==> src/rtl/ld3320_pkg.sv <==
// ld3320_pkg: opcodes, command-entry layout, sequencer states and the
// LD3320 register map shared by the sequencer and the bus engine.
package ld3320_pkg;

   localparam int unsigned ENTRY_W   = 18;
   localparam int unsigned MAX_DEPTH = 256;
   localparam int unsigned IMG_W     = MAX_DEPTH * ENTRY_W;

   localparam int unsigned OP_HI   = 17;
   localparam int unsigned OP_LO   = 16;
   localparam int unsigned ADDR_HI = 15;
   localparam int unsigned ADDR_LO = 8;
   localparam int unsigned DATA_HI = 7;
   localparam int unsigned DATA_LO = 0;

   localparam logic [1:0] OP_WRITE = 2'b00;
   localparam logic [1:0] OP_READ  = 2'b01;
   localparam logic [1:0] OP_DELAY = 2'b10;
   localparam logic [1:0] OP_END   = 2'b11;

   localparam logic [7:0] REG_FIFO_STAT = 8'h06;
   localparam logic [7:0] REG_SOFT_RST  = 8'h17;
   localparam logic [7:0] REG_ADC_SEL   = 8'h1C;
   localparam logic [7:0] REG_INT_EN    = 8'h29;
   localparam logic [7:0] REG_INT_STAT  = 8'h2B;
   localparam logic [7:0] REG_ADC_GAIN  = 8'h35;
   localparam logic [7:0] REG_ANALOG    = 8'h89;
   localparam logic [7:0] REG_ASR_BUSY  = 8'hB2;
   localparam logic [7:0] REG_ASR_CNT   = 8'hBA;
   localparam logic [7:0] REG_ASR_RES   = 8'hC5;
   localparam logic [7:0] REG_LP_CTRL   = 8'hCF;

   typedef enum logic [2:0] {
      ST_IDLE,
      ST_FETCH,
      ST_EXEC,
      ST_WAIT,
      ST_DELAY
   } seq_state_t;

   function automatic logic [ENTRY_W-1:0] mk_entry(
      input logic [1:0] op,
      input logic [7:0] addr,
      input logic [7:0] dat
   );
      return {op, addr, dat};
   endfunction

   // Power-up init script at index 0; every unused entry reads as END.
   function automatic logic [IMG_W-1:0] default_image();
      logic [IMG_W-1:0] img;
      img = '1;
      img[0*ENTRY_W +: ENTRY_W] = mk_entry(OP_WRITE, REG_SOFT_RST, 8'h35);
      img[1*ENTRY_W +: ENTRY_W] = mk_entry(OP_DELAY, 8'h00, 8'd10);
      img[2*ENTRY_W +: ENTRY_W] = mk_entry(OP_WRITE, REG_ANALOG, 8'h03);
      img[3*ENTRY_W +: ENTRY_W] = mk_entry(OP_DELAY, 8'h00, 8'd5);
      img[4*ENTRY_W +: ENTRY_W] = mk_entry(OP_WRITE, REG_LP_CTRL, 8'h43);
      img[5*ENTRY_W +: ENTRY_W] = mk_entry(OP_WRITE, REG_INT_EN, 8'h10);
      img[6*ENTRY_W +: ENTRY_W] = mk_entry(OP_READ, REG_FIFO_STAT, 8'h00);
      img[7*ENTRY_W +: ENTRY_W] = mk_entry(OP_END, 8'h00, 8'h00);
      return img;
   endfunction

endpackage

==> src/rtl/ld3320_cmd_rom.sv <==
// ld3320_cmd_rom: registered command ROM; contents come from a flat image
// parameter so each build can load its own scripts.
module ld3320_cmd_rom
   import ld3320_pkg::*;
#(
   parameter int unsigned      ROM_DEPTH = 64,
   parameter logic [IMG_W-1:0] ROM_IMAGE = default_image()
) (
   input  logic                         clk,
   input  logic [$clog2(ROM_DEPTH)-1:0] addr,
   output logic [ENTRY_W-1:0]           q
);

   logic [ENTRY_W-1:0] mem [ROM_DEPTH];

   for (genvar i = 0; i < ROM_DEPTH; i++) begin : g_ent
      assign mem[i] = ROM_IMAGE[i*ENTRY_W +: ENTRY_W];
   end

   always_ff @(posedge clk) begin
      q <= mem[addr];
   end

endmodule

==> src/rtl/ld3320_cmd_seq.sv <==
// ld3320_cmd_seq: walks a ROM script of write/read/delay/end entries and
// drives the LD3320 bus engine one operation at a time.
module ld3320_cmd_seq
   import ld3320_pkg::*;
#(
   parameter int unsigned      ROM_DEPTH         = 64,
   parameter int unsigned      DELAY_UNIT_CYCLES = 50000,
   parameter int unsigned      TIMEOUT_CYCLES    = 4096,
   parameter logic [IMG_W-1:0] ROM_IMAGE         = default_image()
) (
   input  logic                         clk,
   input  logic                         rst,
   input  logic                         start,
   input  logic [$clog2(ROM_DEPTH)-1:0] start_idx,
   output logic                         busy,
   output logic                         done,
   output logic                         err,
   output logic                         rd_valid,
   output logic [7:0]                   rd_addr,
   output logic [7:0]                   rd_data,
   output logic                         ena,
   output logic                         sel,
   output logic [7:0]                   address,
   output logic [7:0]                   data,
   input  logic                         data_ready,
   input  logic [7:0]                   data_valid
);

   localparam int unsigned     IW       = $clog2(ROM_DEPTH);
   localparam logic [IW-1:0]   IDX_LAST = IW'(ROM_DEPTH - 1);
   localparam logic [31:0]     TMO_LAST = TIMEOUT_CYCLES - 1;
   localparam logic [31:0]     UNIT     = DELAY_UNIT_CYCLES;

   seq_state_t state_q, state_n;

   logic [IW-1:0]      idx_q, idx_n;
   logic [31:0]        dcnt_q, dcnt_n;
   logic [31:0]        tmr_q, tmr_n;
   logic [ENTRY_W-1:0] rom_q;
   logic [1:0]         ent_op;
   logic [7:0]         ent_addr;
   logic [7:0]         ent_data;
   logic               adv;

   logic       busy_n, done_n, err_n, rdv_n;
   logic       ena_n, sel_n;
   logic [7:0] rda_n, rdd_n, addr_n, wdat_n;

   ld3320_cmd_rom #(
      .ROM_DEPTH(ROM_DEPTH),
      .ROM_IMAGE(ROM_IMAGE)
   ) u_rom (
      .clk (clk),
      .addr(idx_q),
      .q   (rom_q)
   );

   assign ent_op   = rom_q[OP_HI:OP_LO];
   assign ent_addr = rom_q[ADDR_HI:ADDR_LO];
   assign ent_data = rom_q[DATA_HI:DATA_LO];

   always_comb begin
      state_n = state_q;
      idx_n   = idx_q;
      dcnt_n  = dcnt_q;
      tmr_n   = tmr_q;
      adv     = 1'b0;
      // busy drops one cycle after done/err so a start on that cycle is ignored
      busy_n  = busy & ~(done | err);
      done_n  = 1'b0;
      err_n   = 1'b0;
      rdv_n   = 1'b0;
      rda_n   = rd_addr;
      rdd_n   = rd_data;
      ena_n   = ena;
      sel_n   = sel;
      addr_n  = address;
      wdat_n  = data;

      unique case (state_q)
         ST_IDLE: begin
            if (start && !busy) begin
               idx_n   = start_idx;
               busy_n  = 1'b1;
               state_n = ST_FETCH;
            end
         end
         ST_FETCH: state_n = ST_EXEC;
         ST_EXEC: begin
            unique case (ent_op)
               OP_WRITE, OP_READ: begin
                  ena_n   = 1'b1;
                  sel_n   = (ent_op == OP_WRITE);
                  addr_n  = ent_addr;
                  wdat_n  = ent_data;
                  tmr_n   = '0;
                  state_n = ST_WAIT;
               end
               OP_DELAY: begin
                  dcnt_n = {24'd0, ent_data} * UNIT;
                  if (ent_data == 8'd0) adv = 1'b1;
                  else state_n = ST_DELAY;
               end
               OP_END: begin
                  done_n  = 1'b1;
                  state_n = ST_IDLE;
               end
            endcase
         end
         ST_WAIT: begin
            if (data_ready) begin
               ena_n = 1'b0;
               adv   = 1'b1;
               if (!sel) begin
                  rdv_n = 1'b1;
                  rda_n = address;
                  rdd_n = data_valid;
               end
            end else if (tmr_q == TMO_LAST) begin
               ena_n   = 1'b0;
               err_n   = 1'b1;
               state_n = ST_IDLE;
            end else begin
               tmr_n = tmr_q + 32'd1;
            end
         end
         ST_DELAY: begin
            if (dcnt_q <= 32'd1) adv = 1'b1;
            else dcnt_n = dcnt_q - 32'd1;
         end
         default: state_n = ST_IDLE;
      endcase

      // The last ROM entry ends the script; the index never wraps.
      if (adv) begin
         if (idx_q == IDX_LAST) begin
            done_n  = 1'b1;
            state_n = ST_IDLE;
         end else begin
            idx_n   = idx_q + 1'b1;
            state_n = ST_FETCH;
         end
      end
   end

   always_ff @(posedge clk) begin
      if (rst) begin
         state_q  <= ST_IDLE;
         idx_q    <= '0;
         dcnt_q   <= '0;
         tmr_q    <= '0;
         busy     <= 1'b0;
         done     <= 1'b0;
         err      <= 1'b0;
         rd_valid <= 1'b0;
         rd_addr  <= 8'h00;
         rd_data  <= 8'h00;
         ena      <= 1'b0;
         sel      <= 1'b1;
         address  <= 8'h00;
         data     <= 8'h00;
      end else begin
         state_q  <= state_n;
         idx_q    <= idx_n;
         dcnt_q   <= dcnt_n;
         tmr_q    <= tmr_n;
         busy     <= busy_n;
         done     <= done_n;
         err      <= err_n;
         rd_valid <= rdv_n;
         rd_addr  <= rda_n;
         rd_data  <= rdd_n;
         ena      <= ena_n;
         sel      <= sel_n;
         address  <= addr_n;
         data     <= wdat_n;
      end
   end

endmodule

==> config.mk <==
export PLATFORM = sky130hd
export DESIGN_NAME = ld3320_cmd_seq
export DESIGN_NICKNAME = d
export VERILOG_FILES = /design/src/rtl/ld3320_pkg.sv /design/src/rtl/ld3320_cmd_rom.sv /design/src/rtl/ld3320_cmd_seq.sv
export SDC_FILE = /design/constraint.sdc
export NUM_CORES = 1
export LEC_CHECK = 0
export CAP_MARGIN = 20
export CORE_MARGIN = 3
export CORE_UTILIZATION = 35
export CTS_CLUSTER_DIAMETER = 30
export DETAILED_ROUTE_END_ITERATION = 8
export PLACE_DENSITY = 0.58
export SKIP_CTS_REPAIR_TIMING = 1
export SYNTH_ARGS = -nofsm -noshare
export SYNTH_HDL_FRONTEND = slang
export SYNTH_SLANG_ARGS = --single-unit
==> constraint.sdc <==
create_clock -name clk -period 4.6 [get_ports clk]
set_input_delay 0.46 -clock clk [delete_from_list [all_inputs] [get_ports clk]]
set_output_delay 0.46 -clock clk [all_outputs]
set_load 0.02 [all_outputs]
==> results_dict.tcl, run 1 <==
set metrics [dict create \
    synth_top_area_share_pct 33.19 \
    avgSynthCellArea_um2 8.440 \
    path_class "register to register" \
    dpl.hpwl_mm 12.99 \
    vias 6259 \
    wirelength_mm 18.18 \
    critPathMaxFanout 6 \
    synth-adder-area-share_pct 14.14 \
    yosys_warnings 0 \
    cts_max_path_buffers 2 \
    synth_mux_area_share_pct 1.938 \
    htreeDepth 4 \
    cts_num_sinks 122 \
    hold_violations 0 \
    yosysMostFrequentCell "dfxtp_1" \
    drtIter0Drc 305 \
    tightest_slew_ps 925.1 \
    synth_xor_area_share_pct 4.046 \
    cp_data_required_time_ps 4880 \
    clk_pin_slew_ps 70 \
    finalNetCount 1004 \
    synth-simple-area-share_pct 25.31 \
    row_count 52 \
    cts_tree "yes" \
    areaGrowthSynthToFinish_pct 18.40 \
    firstDrtPassIters 4 \
    ant_nets 0 \
    routedWlPerCell_um 15.24 \
    grt_antenna_before_repair 0 \
    rsz0062_at_grt "false" \
    grt_max_degree 76 \
    place_congestion 0.8669 \
    die_area_um2 22800 \
    chipWidth_um 151.0 \
    grt_first_pass_wirelength_mm 30.02 \
    drive_gt1_share_pct 8.667 \
    syn-instance-count 872 \
    hp-class "register to register" \
    max_freq_ghz 0.2610 \
    synthesis.nets 966 \
    grt_overflow 0 \
    synth_top_family_by_area "simple AND/OR/NAND/NOR gates" \
    ios 56 \
    finalCriticalPeriod_ps 3832 \
    grt_pass1_vias 5951 \
    diodes 0 \
    syn_area_um2 7360 \
    ys.flop_type "dfxtp_1" \
    start_util_pct 36.02 \
    cts_buffers 17 \
    die_h_um 151.0 \
    skew_ps 14.30 \
    min_period_over_period_pct 83.30 \
    max_cap_violations 0 \
    core_area_um2 20430 \
    worstSkewPairLatency_ps 430 \
    setup_viol 0 \
    crit_path_end_kind "register" \
    ys_seq_elements 122 \
    nFillCells 2073 \
    synth_compound_area_share_pct 17.12 \
    synth_edf_count 0 \
    finalSetupTns_ps 0 \
    synth_area_leaders "dfxtp_1, ha_1, nand2_1" \
    root_buffer "clkbuf_16" \
    cp.arrival_ps 4120 \
    ys_top_cells_by_count "dfxtp_1, nand2_1, nor2_1" \
    status "completed" \
    remaining_drc_errors 0 \
    via_per_inst 5.246 \
    async_flop_share_pct 0 \
    port_buffers 55 \
    cp-start-kind "register" \
    drv_slew 0 \
    yosysTopAreaCell "dfxtp_1" \
    grt_usage_pct 16.23 \
    timing.slew.headroom_pct 38.32 \
    synth_cell_type_count 79 \
    ys_seq_area_share_pct 33.19 \
]
-- logic make-up after synthesis --
group,after synthesis
buf+inv,74
xor+xnor,34
fa+ha+maj,76
flops,122
compound gates,195
mux,14
simple gates,357
-- through the flow --
step / utilization (%) / cell area [µm²] / hold slack (ps) / setup WS (ps) / cells
4_1_cts: 42.61 / 8706 / 435.2 / 760.4 / 1192
3_5_place_dp: 39.66 / 8102 / 425.7 / 776.6 / 1160
6_report: 42.65 / 8713 / 426.5 / 768.4 / 1193
2_1_floorplan: - / 7360 / 417.4 / 1056 / 872
3_3_place_gp: 39.66 / 8102 / 422.4 / 845.2 / 1160
5_1_grt: 42.65 / 8713 / 449.9 / 556.3 / 1193
-- critical path, stage by stage, from the launching register on --
cell	delay [ps]
dfxtp_1	440
ha_1	300
ha_1	280
inv_1	50
fa_1	490
inv_1	60
fa_1	470
ha_1	380
a211oi_1	340
o21a_1	240
o21bai_1	100
a221oi_1	320
xnor2_1	100
o2bb2ai_1	120
-- cells in the final DEF, fill, tap and decap left out, types with 7 or more instances in the layout --
master           synthesis  final
inv_1                   31     31
nor4_2                   7      7
a22oi_1                  9      9
ha_1                    64     64
nor4_1                  10     10
a211oi_1                10     10
xnor2_1                 22     22
and2_1                   8      8
or2_2                   10     10
mux2i_1                 12     12
a21o_1                  11     11
fa_1                    12     12
nor2_1                  74     74
dfxtp_1                122    122
or3_1                   19     19
o21ai_0                 35     35
and3_1                   9      9
nand3_1                 31     31
clkdlybuf4s50_1          0     54
a21oi_1                 72     72
buf_4                    5      7
nand4_1                 16     16
nor3_1                  26     25
nand2_1                107    107
xor2_1                  12     12
clkbuf_16                0     17
-- flip-flops by register name (all words and copies together) (netlist names), 3 cells and up --
register and flops:
dcnt_q 32, tmr_q 32, u_rom.q 15, rd_data 8, address 7, rd_addr 7, data 6, idx_q 6
state_q 3
-- layout make-up --
cell class | count | area (µm²) | area share (%)
clock buffers | 17 | 425.4 | 4.882
repair buffers | 62 | 598.1 | 6.864
well taps | 270 | 337.8 | 3.877
inverters | 31 | 116.4 | 1.335
flip-flops and latches | 122 | 2442 | 28.03
multi-input cells | 676 | 4614 | 52.96
clock inverters | 15 | 178.9 | 2.053
-- worst paths after layout --
kind                 to  depth (start not counted)  slack (ps)   startpoint
max reg2reg  dcnt_q[20]                         13         770   u_rom.q[4]
min          address[7]                          2         430  u_rom.q[15]
min reg2reg  address[7]                          2         430  u_rom.q[15]
max          dcnt_q[20]                         13         770   u_rom.q[4]
-- per-layer routing --
layer | up-vias | GRT usage [%] | part of all wire [%]
li1 | 3213 | - | -
met1 | 2930 | 22.35 | 50
met2 | 89 | 25.30 | 46
met3 | 27 | 3.321 | 2.8
met4 | 0 | 5.621 | 1.7
met5 | - | 0 | 0
Power of run 1 is not shown: default switching activity piles up to over one toggle a cycle in this logic, so the estimate is an artifact.
==> run 2: changes to the inputs <==
--- a/config.mk
+++ b/config.mk
@@ -10,7 +10,7 @@
 export CORE_UTILIZATION = 35
 export CTS_CLUSTER_DIAMETER = 30
 export DETAILED_ROUTE_END_ITERATION = 8
-export PLACE_DENSITY = 0.58
+export PLACE_DENSITY = 0.6
 export SKIP_CTS_REPAIR_TIMING = 1
 export SYNTH_ARGS = -nofsm -noshare
 export SYNTH_HDL_FRONTEND = slang
==> constraint.sdc (replaced) <==
create_clock -name clk -period 3.5 [get_ports clk]
set_input_delay 0.35 -clock clk [delete_from_list [all_inputs] [get_ports clk]]
set_output_delay 0.35 -clock clk [all_outputs]
set_load 0.02 [all_outputs]
==> run 2 against run 1 <==
Highest routed layer unchanged; critical path depth down 1; sequential share of layout area down 1.4 points; die area unchanged.
==> results_dict.tcl, run 2 (synthesis results as in run 1) <==
set metrics [dict create \
    via_per_inst 5.294 \
    routedWlPerCell_um 15.18 \
    ios 56 \
    setup_viol 0 \
    diodes 0 \
    drtIter0Drc 422 \
    rrSetupSlack_ps 70 \
    worstSkewPairLatency_ps 420 \
    remaining_drc_errors 0 \
    ant_nets 0 \
    drive_gt1_share_pct 15.97 \
    row_count 52 \
    mostFrequentLayoutCells "dfxtp_1, nand2_1, nor2_1" \
    grt_antenna_before_repair 0 \
    wirelength_mm 18.64 \
    r2r_end "dcnt_q[19]" \
    die_area_um2 22800 \
    status "completed" \
    areaGrowthSynthToFinish_pct 25.37 \
    critPathMaxFanout 3 \
    finalNetCount 1039 \
    hp-class "primary input to register" \
    reg_top3 "dcnt_q x32, tmr_q x32, u_rom.q x15" \
    tightest_slew_ps 996.9 \
    timing.slew.headroom_pct 33.54 \
    place_ws_ps -153.7 \
    finalCriticalPeriod_ps 3430 \
    clk_pin_slew_ps 60 \
    grt_max_degree 60 \
    layout_setup_ws_ps 70.28 \
    grt_first_pass_wirelength_mm 30.32 \
    cts_num_sinks 122 \
    dpl.hpwl_mm 13.17 \
    cp-start-kind "register" \
    r2r-start "u_rom.q[7]" \
    holdWs_ps 316.2 \
    grt_usage_pct 16.49 \
    port_buffers 55 \
    cts_tree "yes" \
    place_area_um2 8369 \
    cts_max_path_buffers 2 \
    chipWidth_um 151.0 \
    min_period_over_period_pct 97.99 \
    stdcell_area_um2 9226 \
    hold_violations 0 \
    place_congestion 0.8874 \
    htreeDepth 4 \
    reg2reg_depth 12 \
    path_class "register to register" \
    grt_overflow 0 \
    core_area_um2 20430 \
    vias 6501 \
    cts_buffers 17 \
    max_freq_ghz 0.2916 \
    start_util_pct 36.02 \
    crit_path_end_kind "register" \
    skew_ps 8.451 \
    root_buffer "clkbuf_16" \
    firstDrtPassIters 5 \
    die_h_um 151.0 \
    startpoint "u_rom.q[7]" \
    drv_slew 0 \
    layout_commonest_cell "dfxtp_1" \
    cp.arrival_ps 3690 \
    grt_pass1_vias 5999 \
    hold_path_startpoint "rst" \
    worstSetupEndpoint "dcnt_q[19]" \
    cp_data_required_time_ps 3760 \
    max_cap_violations 0 \
]
## run 2: changes by cell type in the layout (fill, tap and decap cells not counted), sizes merged
cell,change
buf,+35
bufinv,-1
clkinvlp,-1
clkinv,+2
## run 2: worst max-delay path: stages, from the launching register on
cell and delay (ps):
dfxtp_2 330, buf_4 140, ha_2 190, fa_2 550, fa_2 450, ha_2 210
ha_4 220, or3_1 360, a31oi_2 190, a21oi_2 80, a311o_1 370, nand4_1 100
a311oi_1 90
## run 2: through the flow
stage	std cells	setup TNS [ps]	utilization [%]
after floorplan	872	0	-
after global placement	1195	-209.7	40.97
after detailed placement	1195	-827.7	40.97
after CTS	1227	-1028	43.79
after global routing	1228	-205.0	45.16
final	1228	0	45.16
## run 2: worst min path at each step
stage / end / cells after the start
2_1_floorplan: address[0] / 2
3_3_place_gp: address[0] / 2
3_5_place_dp: address[0] / 2
4_1_cts: tmr_q[0] / 2
5_1_grt: tmr_q[0] / 2
6_report: tmr_q[0] / 2
## run 2: layout make-up
type	instances	area, µm²
Multi-Input combinational cell	676	4882
Clock inverter	15	151.4
Inverter	31	116.4
Clock buffer	17	425.4
Timing Repair Buffer	97	860.8
Tap cell	270	337.8
Fill cell	2001	11200
Sequential cell	122	2452
## run 2: metal layers
layer	wire [µm]	vias up	part of all wire, %	global-route usage, %
met2	8652	133	46	25.30
li1	-	3288	-	-
met5	0	-	0	0
met1	8849	3053	47	22.94
met3	785	27	4.2	3.531
met4	352	0	1.9	5.757
Power of run 2 is left out for the same reason.
==> run 3: changes to the inputs <==
--- a/config.mk
+++ b/config.mk
@@ -5,12 +5,11 @@
 export SDC_FILE = /design/constraint.sdc
 export NUM_CORES = 1
 export LEC_CHECK = 0
-export CAP_MARGIN = 20
 export CORE_MARGIN = 3
 export CORE_UTILIZATION = 35
 export CTS_CLUSTER_DIAMETER = 30
 export DETAILED_ROUTE_END_ITERATION = 8
-export PLACE_DENSITY = 0.6
+export PLACE_DENSITY = 0.58
 export SKIP_CTS_REPAIR_TIMING = 1
 export SYNTH_ARGS = -nofsm -noshare
 export SYNTH_HDL_FRONTEND = slang
==> constraint.sdc (replaced) <==
create_clock -name clk -period 3.7 [get_ports clk]
set_input_delay 0.37 -clock clk [delete_from_list [all_inputs] [get_ports clk]]
set_output_delay 0.37 -clock clk [all_outputs]
set_load 0.02 [all_outputs]
==> run 3 against run 2 <==
Via count shrank 2.5%; clock-buffer cell count is the same; design area shrank 3.7%; register-to-register slack gained 50 ps; clock skew grew 6.0 ps; critical path type unchanged; largest cell class unchanged; highest routed layer unchanged.
==> results_dict.tcl, run 3 (synthesis results as in run 1) <==
set metrics [dict create \
    reg_top3 "dcnt_q x32, tmr_q x32, u_rom.q x15" \
    wirelength_mm 18.53 \
    min_period_over_period_pct 96.84 \
    cts_max_path_buffers 2 \
    firstDrtPassIters 5 \
    hold_violations 0 \
    max_cap_violations 0 \
    grt_usage_pct 16.53 \
    ant_nets 0 \
    met1_usage_pct 23.22 \
    port_buffers 55 \
    grt_pass1_vias 6037 \
    seqCellArea_um2 2444 \
    finalSetupTns_ps 0 \
    drive_gt1_share_pct 11.42 \
    cp.arrival_ps 3840 \
    fin_util_pct 43.51 \
    mostFrequentLayoutCells "dfxtp_1, nand2_1, nor2_1" \
    diodes 0 \
    cts_buffers 17 \
    path_class "register to register" \
    row_count 52 \
    grtUsageMet2_pct 25.63 \
    routedWlPerCell_um 15.35 \
    layout_commonest_cell "dfxtp_1" \
    grt_overflow 0 \
    cts_tree "yes" \
    worstSkewPairLatency_ps 430 \
    chipWidth_um 151.0 \
    cp-start-kind "register" \
    drv_slew 0 \
    cts_num_sinks 122 \
    max_freq_ghz 0.2791 \
    remaining_drc_errors 0 \
    grtUsageMet3_pct 3.441 \
    drtIter0Drc 329 \
    vias 6338 \
    skew_ps 14.41 \
    nFillCells 2071 \
    via_per_inst 5.251 \
    core_area_um2 20430 \
    grt_max_degree 60 \
    busiest_layer "met2" \
    htreeDepth 4 \
    critPathMaxFanout 4 \
    grt_antenna_before_repair 0 \
    grt_first_pass_wirelength_mm 30.52 \
    timing.slew.headroom_pct 43.23 \
    ios 56 \
    dpl.hpwl_mm 13.21 \
    place_congestion 0.8466 \
    setup_viol 0 \
    crit_path_end_kind "register" \
    multi_input_area_um2 4717 \
    finalCriticalPeriod_ps 3583 \
    clk_pin_slew_ps 70 \
    root_buffer "clkbuf_16" \
    finalNetCount 1018 \
    start_util_pct 36.02 \
    holdWs_ps 338.1 \
    hp-class "primary input to register" \
    die_h_um 151.0 \
    tightest_slew_ps 851.5 \
    die_area_um2 22800 \
    areaGrowthSynthToFinish_pct 20.78 \
    status "completed" \
    cp_data_required_time_ps 3960 \
]
==> run 3: cell count changes in the layout (fill, tap and decap cells not counted), sizes merged <==
cell      before  now
buf           43   22
clkinvlp       1    3
inv           40   42
bufinv         1    0
clkinv         4    1
==> run 3: cell type report <==
cell class | count | area share, %
clock inverter | 15 | 1.633
inverter | 31 | 1.309
sequential | 122 | 27.49
timing repair buffer | 76 | 7.911
clock buffer | 17 | 4.786
tap | 270 | 3.801
multi-input combinational | 676 | 53.07
==> run 3: path summary, 6_finish.rpt <==
| path | cells after the start | end | from | slack [ps] |
|---|---|---|---|---|
| hold / removal | 2 | tmr_q[0] | rst | 340 |
| setup / recovery | 12 | dcnt_q[19] | u_rom.q[6] | 120 |
| hold reg to reg | 2 | address[2] | u_rom.q[10] | 440 |
| setup reg to reg | 12 | dcnt_q[19] | u_rom.q[6] | 120 |
==> run 3: stage by stage <==
step | instance area, µm² | cells | setup WS (ps)
2_1_floorplan | 7360 | 872 | 156.5
3_3_place_gp | 8199 | 1173 | 81.70
3_5_place_dp | 8199 | 1173 | 17.50
4_1_cts | 8770 | 1205 | -7.720
5_1_grt | 8889 | 1207 | -38.81
6_report | 8889 | 1207 | 117.1
==> run 3: critical path, cell delays in order (launching register included) <==
cell,delay [ps]
dfxtp_1,370
inv_1,80
ha_1,290
ha_1,340
fa_1,450
fa_1,470
ha_1,350
a21o_1,220
nor3_2,180
a21oi_2,100
a311o_1,360
nand4_1,110
a311oi_2,100
==> run 3: routing by layer <==
metal,part of all wire [%],vias to the layer above
met5,0,-
met4,1.2,0
met3,2.5,17
met2,46,103
met1,50,2968
li1,-,3250
Power of run 3 is left out for the same reason.
